===== src/rtl/pattern_vg_multi.sv =====
// Multi-mode video test-pattern generator: solid, colour bars, grid, ramp, checker.
// Define PATTERN_ANIM_EN to make the ramp scroll and the checker phase flip with frame count.
`timescale 1ns/1ps
module pattern_vg_multi #(
  parameter int COLOR_DEPTH = 8,
  parameter int X_BITS      = 13,
  parameter int Y_BITS      = 13,
  parameter int GRID_SHIFT  = 5
) (
  input  logic                     pix_clk,
  input  logic                     rstn,
  input  logic                     vs_in,
  input  logic                     hs_in,
  input  logic                     de_in,
  input  logic [2:0]               mode_in,
  input  logic [3*COLOR_DEPTH-1:0] solid_rgb,
  input  logic [11:0]              H_ACT,
  input  logic [11:0]              V_ACT,
  output logic                     vs_out,
  output logic                     hs_out,
  output logic                     de_out,
  output logic [COLOR_DEPTH-1:0]   r_out,
  output logic [COLOR_DEPTH-1:0]   g_out,
  output logic [COLOR_DEPTH-1:0]   b_out,
  output logic                     frame_start
);
  localparam int CW = 3*COLOR_DEPTH;
  localparam logic [COLOR_DEPTH-1:0] FULL = {COLOR_DEPTH{1'b1}};
  localparam logic [COLOR_DEPTH-1:0] MID  = {1'b1, {(COLOR_DEPTH-1){1'b0}}};

  logic              vs_d1, hs_d1, de_d1, vs_arm, bnd_d1;
  logic [X_BITS-1:0] x;
  logic [Y_BITS-1:0] y;
  logic [8:0]        bar_cnt;
  logic [2:0]        bar_idx;
  logic [2:0]        sh_mode;
  logic [CW-1:0]     sh_rgb;
  logic [11:0]       sh_h, sh_v;
  logic [7:0]        frame_cnt;

  // vs_arm blocks a vs_in that is already high at reset release from counting as an edge
  logic vs_rise, de_rise, de_fall;
  logic [8:0] bar_w;
  assign vs_rise = vs_in & ~vs_d1 & vs_arm;
  assign de_rise = de_in & ~de_d1;
  assign de_fall = ~de_in & de_d1;
  assign bar_w   = sh_h[11:3];

  // stage 1: sync/edge registers, shadows, position counters
  always_ff @(posedge pix_clk or negedge rstn) begin
    if (!rstn) begin
      vs_d1 <= 1'b0; hs_d1 <= 1'b0; de_d1 <= 1'b0; vs_arm <= 1'b0; bnd_d1 <= 1'b0;
      x <= '0; y <= '0; bar_cnt <= '0; bar_idx <= '0;
      sh_mode <= '0; sh_rgb <= '0; sh_h <= '0; sh_v <= '0; frame_cnt <= '0;
    end else begin
      vs_d1  <= vs_in;
      hs_d1  <= hs_in;
      de_d1  <= de_in;
      vs_arm <= 1'b1;
      bnd_d1 <= vs_rise;
      if (vs_rise) begin
        sh_mode   <= mode_in;
        sh_rgb    <= solid_rgb;
        sh_h      <= H_ACT;
        sh_v      <= V_ACT;
        frame_cnt <= frame_cnt + 8'd1;
      end
      if (de_in) begin
        if (de_rise) begin
          x       <= '0;
          bar_cnt <= '0;
          bar_idx <= (bar_w == 9'd0) ? 3'd7 : 3'd0;
        end else begin
          x <= x + 1'b1;
          if (bar_w == 9'd0) begin
            bar_idx <= 3'd7;
          end else if (bar_cnt == bar_w - 9'd1) begin
            bar_cnt <= '0;
            if (bar_idx != 3'd7) bar_idx <= bar_idx + 3'd1;
          end else begin
            bar_cnt <= bar_cnt + 9'd1;
          end
        end
      end else if (de_fall) begin
        x       <= '0;
        bar_cnt <= '0;
        bar_idx <= '0;
      end
      if (vs_rise)                  y <= '0;
      else if (de_fall && y != '1)  y <= y + 1'b1;
    end
  end

  logic [X_BITS-1:0]      x_last;
  logic [Y_BITS-1:0]      y_last;
  logic [COLOR_DEPTH-1:0] ofs, ramp;
  logic                   chk_ph;
  assign x_last = X_BITS'(sh_h) - X_BITS'(1);
  assign y_last = Y_BITS'(sh_v) - Y_BITS'(1);
`ifdef PATTERN_ANIM_EN
  assign ofs    = COLOR_DEPTH'(frame_cnt);
  assign chk_ph = frame_cnt[5];
`else
  assign ofs    = '0;
  assign chk_ph = 1'b0;
`endif
  assign ramp = x[COLOR_DEPTH-1:0] + ofs;

  logic [CW-1:0] pix;
  always_comb begin
    pix = '0;
    case (sh_mode)
      3'd0: pix = sh_rgb;
      // bar order white..black maps onto inverted index bits per channel
      3'd1: pix = {{COLOR_DEPTH{~bar_idx[1]}}, {COLOR_DEPTH{~bar_idx[2]}},
                   {COLOR_DEPTH{~bar_idx[0]}}};
      3'd2: pix = (x[GRID_SHIFT-1:0] == '0 || y[GRID_SHIFT-1:0] == '0 ||
                   x == x_last || y == y_last) ? {3{FULL}} : '0;
      3'd3: pix = {ramp, ramp, ramp};
      3'd4: pix = (x[GRID_SHIFT] ^ y[GRID_SHIFT] ^ chk_ph) ? {3{FULL}} : '0;
      default: pix = {MID, MID, MID};
    endcase
  end

  // stage 2: colour and delayed syncs
  always_ff @(posedge pix_clk or negedge rstn) begin
    if (!rstn) begin
      vs_out <= 1'b0; hs_out <= 1'b0; de_out <= 1'b0; frame_start <= 1'b0;
      r_out <= '0; g_out <= '0; b_out <= '0;
    end else begin
      vs_out      <= vs_d1;
      hs_out      <= hs_d1;
      de_out      <= de_d1;
      frame_start <= bnd_d1;
      {r_out, g_out, b_out} <= de_d1 ? pix : '0;
    end
  end
endmodule


===== config.mk =====
export PLATFORM = sky130hd
export DESIGN_NAME = pattern_vg_multi
export DESIGN_NICKNAME = d
export VERILOG_FILES = /design/src/rtl/pattern_vg_multi.sv
export SDC_FILE = /design/constraint.sdc
export NUM_CORES = 1
export LEC_CHECK = 0
export CORE_UTILIZATION = 45
export DETAILED_ROUTE_END_ITERATION = 12
export GPL_TIMING_DRIVEN = 0
export PLACE_DENSITY = 0.73
export SLEW_MARGIN = 40
export SYNTH_ARGS = -nofsm -noshare
export SYNTH_HDL_FRONTEND = slang
export SYNTH_SLANG_ARGS = --single-unit

===== constraint.sdc =====
create_clock -name pix_clk -period 4.7 [get_ports pix_clk]
set_clock_uncertainty 0.15 [all_clocks]
set_input_delay 0.94 -clock pix_clk [delete_from_list [all_inputs] [get_ports pix_clk]]
set_output_delay 0.94 -clock pix_clk [all_outputs]
set_load 0.005 [all_outputs]

Word-level counts from Yosys, hierarchy flattened:

Cells that the tools add are included.

* word-level logic and storage cells: 83
* input bits: 56
* output and inout port bits: 28
* register bits after elaboration: 122

* equal/unequal tests: 12
* bitwise operators: 11
* add/subtract/negate cells: 7
* multiplexer cells: 21
* reductions and logical operators: 12

Operator list (count)
* $pmux 24 s5: 1
* $mux 24: 3
* $mux 13: 5
* $mux 9: 5
* $add 13x1->13 const B: 2
* $eq 13x13->1: 2
* $sub 12x1->13 const B: 2
* $mux 3: 7
* $ne 13x13->1 const B: 1
* $logic_not 5->1: 2
* $add 9x1->9 const B: 1
* $eq 9x9->1: 1
* $logic_not 9->1: 1
* $sub 9x1->9 const B: 1
* $ne 4x1->1 const B: 2
* $eq 3x2->1 const B: 2
* $ne 3x3->1 const B: 2
* $not 1->1: 6
* $and 1x1->1: 4
* $reduce_bool 2->1: 2
* $add 3x1->3 const B: 1
* $eq 3x1->1 const B: 1
* $eq 3x3->1 const B: 1
* $logic_not 3->1: 1
* 5 further kinds: 7

Logic depth before layout (Yosys ltp):

* depth in word-level cells: 7
* mapped depth: 11

Worst setup path before layout:

OpenSTA, ideal clock, no wires.

* kind: flip-flop to flip-flop
* from: register sh_h[3]
* to: register bar_cnt[0]
* setup slack: 1.894 ns
* cell stages (with the launch flop): 10
* arrival time: 2.531 ns
* setup time: 0.125 ns
* required time: 4.425 ns
* cell sequence: dfrtp_1 clkbuf_1 inv_1 ha_1 xor2_1 o31a_1 or4_1 a211oi_1 nor3_1 mux2_2

* word-level cells in the longest chain between the ends: 6

RTL lines
* from (decl): line 38 `logic [11:0] sh_h, sh_v;`
* from (signal assigned): line 54 `sh_mode <= '0; sh_rgb <= '0; sh_h <= '0; sh_v <= '0; frame_cnt <= '0;`
* from (signal assigned): line 64 `sh_h <= H_ACT;`
* $sub 9x1->9: line 77 `end else if (bar_cnt == bar_w - 9'd1) begin`
* $eq 9x9->1: line 77
* $mux 9: line 77
* $mux 9: line 75 `if (bar_w == 9'd0) begin`
* $mux 9: line 69 `if (de_rise) begin`
* $mux 9: line 68 `if (de_in) begin`
* to (signal assigned): line 81 `bar_cnt <= bar_cnt + 9'd1;`
* to (decl): line 34 `logic [8:0] bar_cnt;`

Several ways; a longest one is shown, not always the timed one. The select of a mux whose other input is x is not followed.
A chain may end at the register's enable or synchronous reset.

Worst setup path after layout:

Ends and elaborated chain as after synthesis.

==> results.json <==
{
  "clockBufferDepth": 2,
  "post_cts_resized": 0,
  "grt_pass1_vias": 5491,
  "rsz0062_at_grt": "no",
  "hold_path.class": "reg -> reg",
  "period_share": 0.718,
  "die_x_um": 122,
  "critPathKind": "reg -> reg",
  "numClockSinks": 122,
  "firstDrtPassIters": 5,
  "routed-wl-met2_um": 7700,
  "endpoint_kind": "register",
  "vdd.ir_drop.worst_uv": 293,
  "drt_iter0_markers": 473,
  "wl_per_cell_um": 16.1,
  "async_reset_ff_frac": 1.00,
  "pwr_density_cell_nw_per_um2": 412,
  "cts_buffers": 17,
  "routed.top_layer": "met4",
  "hold_buffers": 0,
  "wl_um": 16600,
  "met3_length_um": 983,
  "startpoint_type": "register",
  "insertion_delay_ps": 420,
  "final_cell_mix": "nand2_1 (155), dfrtp_1 (122), clkdlybuf4s50_1 (82)",
  "placed_cells": 1000,
  "cts-root-buf": "clkbuf_16",
  "io_pins": 84,
  "maxCapViolCount": 0,
  "period_needed_ps": 3370,
  "timing.slew.headroom": 0.510,
  "ant_nets": 0,
  "routabilityCongestion": 0.856,
  "grt_max_degree": 70,
  "numPortBuffers": 83,
  "outcome": "completed",
  "r2r_setup_slack_ps": 1330,
  "track_usage": 0.239,
  "cts_tree": "built",
  "die_h_um": 122,
  "final_net_count": 906,
  "synth_edf_count": 0,
  "vias_per_cell": 5.41,
  "clk_pin_slew_worst_paths_ps": 60,
  "synth_top_flop_cell": "dfrtp_1",
  "avgSynthCellArea_um2": 8.87,
  "hpwlAfterDp_um": 11600,
  "rows": 43,
  "core-area_um2": 14000,
  "reg2regPathDepth": 9,
  "finalSetupViolCount": 0,
  "grt_pass1_wl_um": 27500,
  "synthCells": 736,
  "fmax_ghz": 0.296,
  "grt_antenna_before_repair": 0,
  "mostFrequentLayoutCell": "nand2_1",
  "crit_fanout": 10,
  "start_util": 0.465,
  "yosys_warnings": 0,
  "hold_depth": 0,
  "post_cts_buffers": 0,
  "slew_violations": 0,
  "syn2layout_area_growth_pct": 26.1,
  "worstPathRequired_ps": 4850,
  "die_area_um2": 15000,
  "synth_area_um2": 6530,
  "dr_total_vias": 5586,
  "post_dp_cell_area_um2": 7620,
  "yosysUniqueCellTypes": 58,
  "num_antenna_cells": 0,
  "final_cells": 1032,
  "grt_overflow_total": 0,
  "final_area_um2": 8240,
  "arrival_ps": 3530,
  "worstMarginPinSlew_ps": 729,
  "synth_seq_cells": 122,
  "yosysSeqAreaShare": 0.467,
  "drive_above_1_share": 0.0692,
  "hold_violations": 0,
  "drc": 0,
  "htreeDepth": 4,
  "p_leak_nw": 3.61,
  "m1WireLength_um": 7760,
  "final_util": 0.586,
  "syn_nets": 803
}
-- cells by family (layout without fill, tap and decap cells) --
kind of cell	count (synthesis)	after routing	synth area share
AOI/OAI and AO/OA	152	152	0.145
xor gates and xnor gates	65	65	0.0872
adders and majority gates	11	11	0.0211
buffers and inverters	79	195	0.0496
DFF	122	122	0.467
muxes	8	8	0.0128
other	1	1	0.000574
and+or+nand+nor	298	298	0.216
-- stage by stage --
stage | hold WS [ps] | worst slack [ps] | total power, mW | TNS, ps
3_5_place_dp | 186 | 1270 | 2.03 | 0
6_report | 196 | 1330 | 3.39 | 0
3_3_place_gp | 184 | -2330 | 2.01 | -282940
2_1_floorplan | 181 | 1890 | 1.74 | 0
5_1_grt | 208 | 1110 | 3.55 | 0
4_1_cts | 197 | 1370 | 3.40 | 0
-- sequential cells by signal, summed over array words and instances, names as in the netlist, 3 cells and up --
name     flops
sh_v        12
sh_rgb      24
bar_cnt      9
g_out        8
b_out        8
y           13
r_out        8
bar_idx      3
sh_h        12
x           13
sh_mode      3
-- cell usage after synthesis (3+ instances only) --
cell      number  area, um2
a21o_1         9       67.6
a21oi_1       44        220
clkbuf_1      44        165
nand2_1      155        582
mux2_2         3       33.8
o21ai_0       40        200
nand4b_1       4       35.0
nor4_1         6       37.5
nand3_1       14       70.1
or2_2          5       31.3
a211oi_1       4       30.0
and2_1         3       18.8
buf_6          3       33.8
nand3b_1       3       22.5
o211ai_1       4       30.0
a31oi_1       28        175
ha_1          11        138
a22o_1         3       26.3
nor2b_1        3       18.8
nand4_1       14       87.6
inv_1         24       90.1
nand2b_1       8       50.1
nor2_1        44        165
buf_2          4       20.0
and4_1         4       35.0
mux2i_1        5       50.1
buf_1          3       11.3
dfrtp_1      122       3050
nor4b_1        4       35.0
nor3_1         8       40.0
xnor2_1       28        245
or3_1          7       43.8
xor2_1        37        324
and3_1         4       25.0
or4_1          4       30.0
-- path summary, 6_finish.rpt --
| path | from | end |
|---|---|---|
| setup / recovery | sh_h[3] | bar_cnt[0] |
| setup reg to reg | sh_h[3] | bar_cnt[0] |
| hold / removal | bnd_d1 | frame_start |
| hold reg to reg | bnd_d1 | frame_start |
| max in group asynchronous | rstn | sh_rgb[19] |
| min in group asynchronous | rstn | hs_out |
-- area by class of cell --
cell class | instances | area, um2
Clock inverter | 15 | 190
Timing Repair Buffer | 84 | 863
Tap cell | 180 | 225
Fill cell | 1234 | 5810
Multi-Input combinational cell | 535 | 3150
Buffer | 54 | 230
Inverter | 25 | 93.8
Clock buffer | 17 | 425
Sequential cell | 122 | 3050
-- critical path, cell delays in order, from the launching register on --
cell and delay [ps]:
dfrtp_1 330, clkbuf_1 420, inv_1 220, ha_1 290
xor2_1 320, a211oi_1 130, or4_1 620, a211oi_1 350
nor3_1 120, mux2_2 290
-- metal layers --
layer / track usage / vias up
met1: 0.334 / 2656
li1: - / 2726
met4: 0.0625 / 0
met2: 0.372 / 175
met3: 0.0553 / 29
met5: 0 / -
-- report_power, final --
group	internal (mW)	switching (mW)
Combinational	0.343	0.420
Sequential	1.18	0.0892
Clock	0.843	0.515
(Power assumes the default switching activity.)
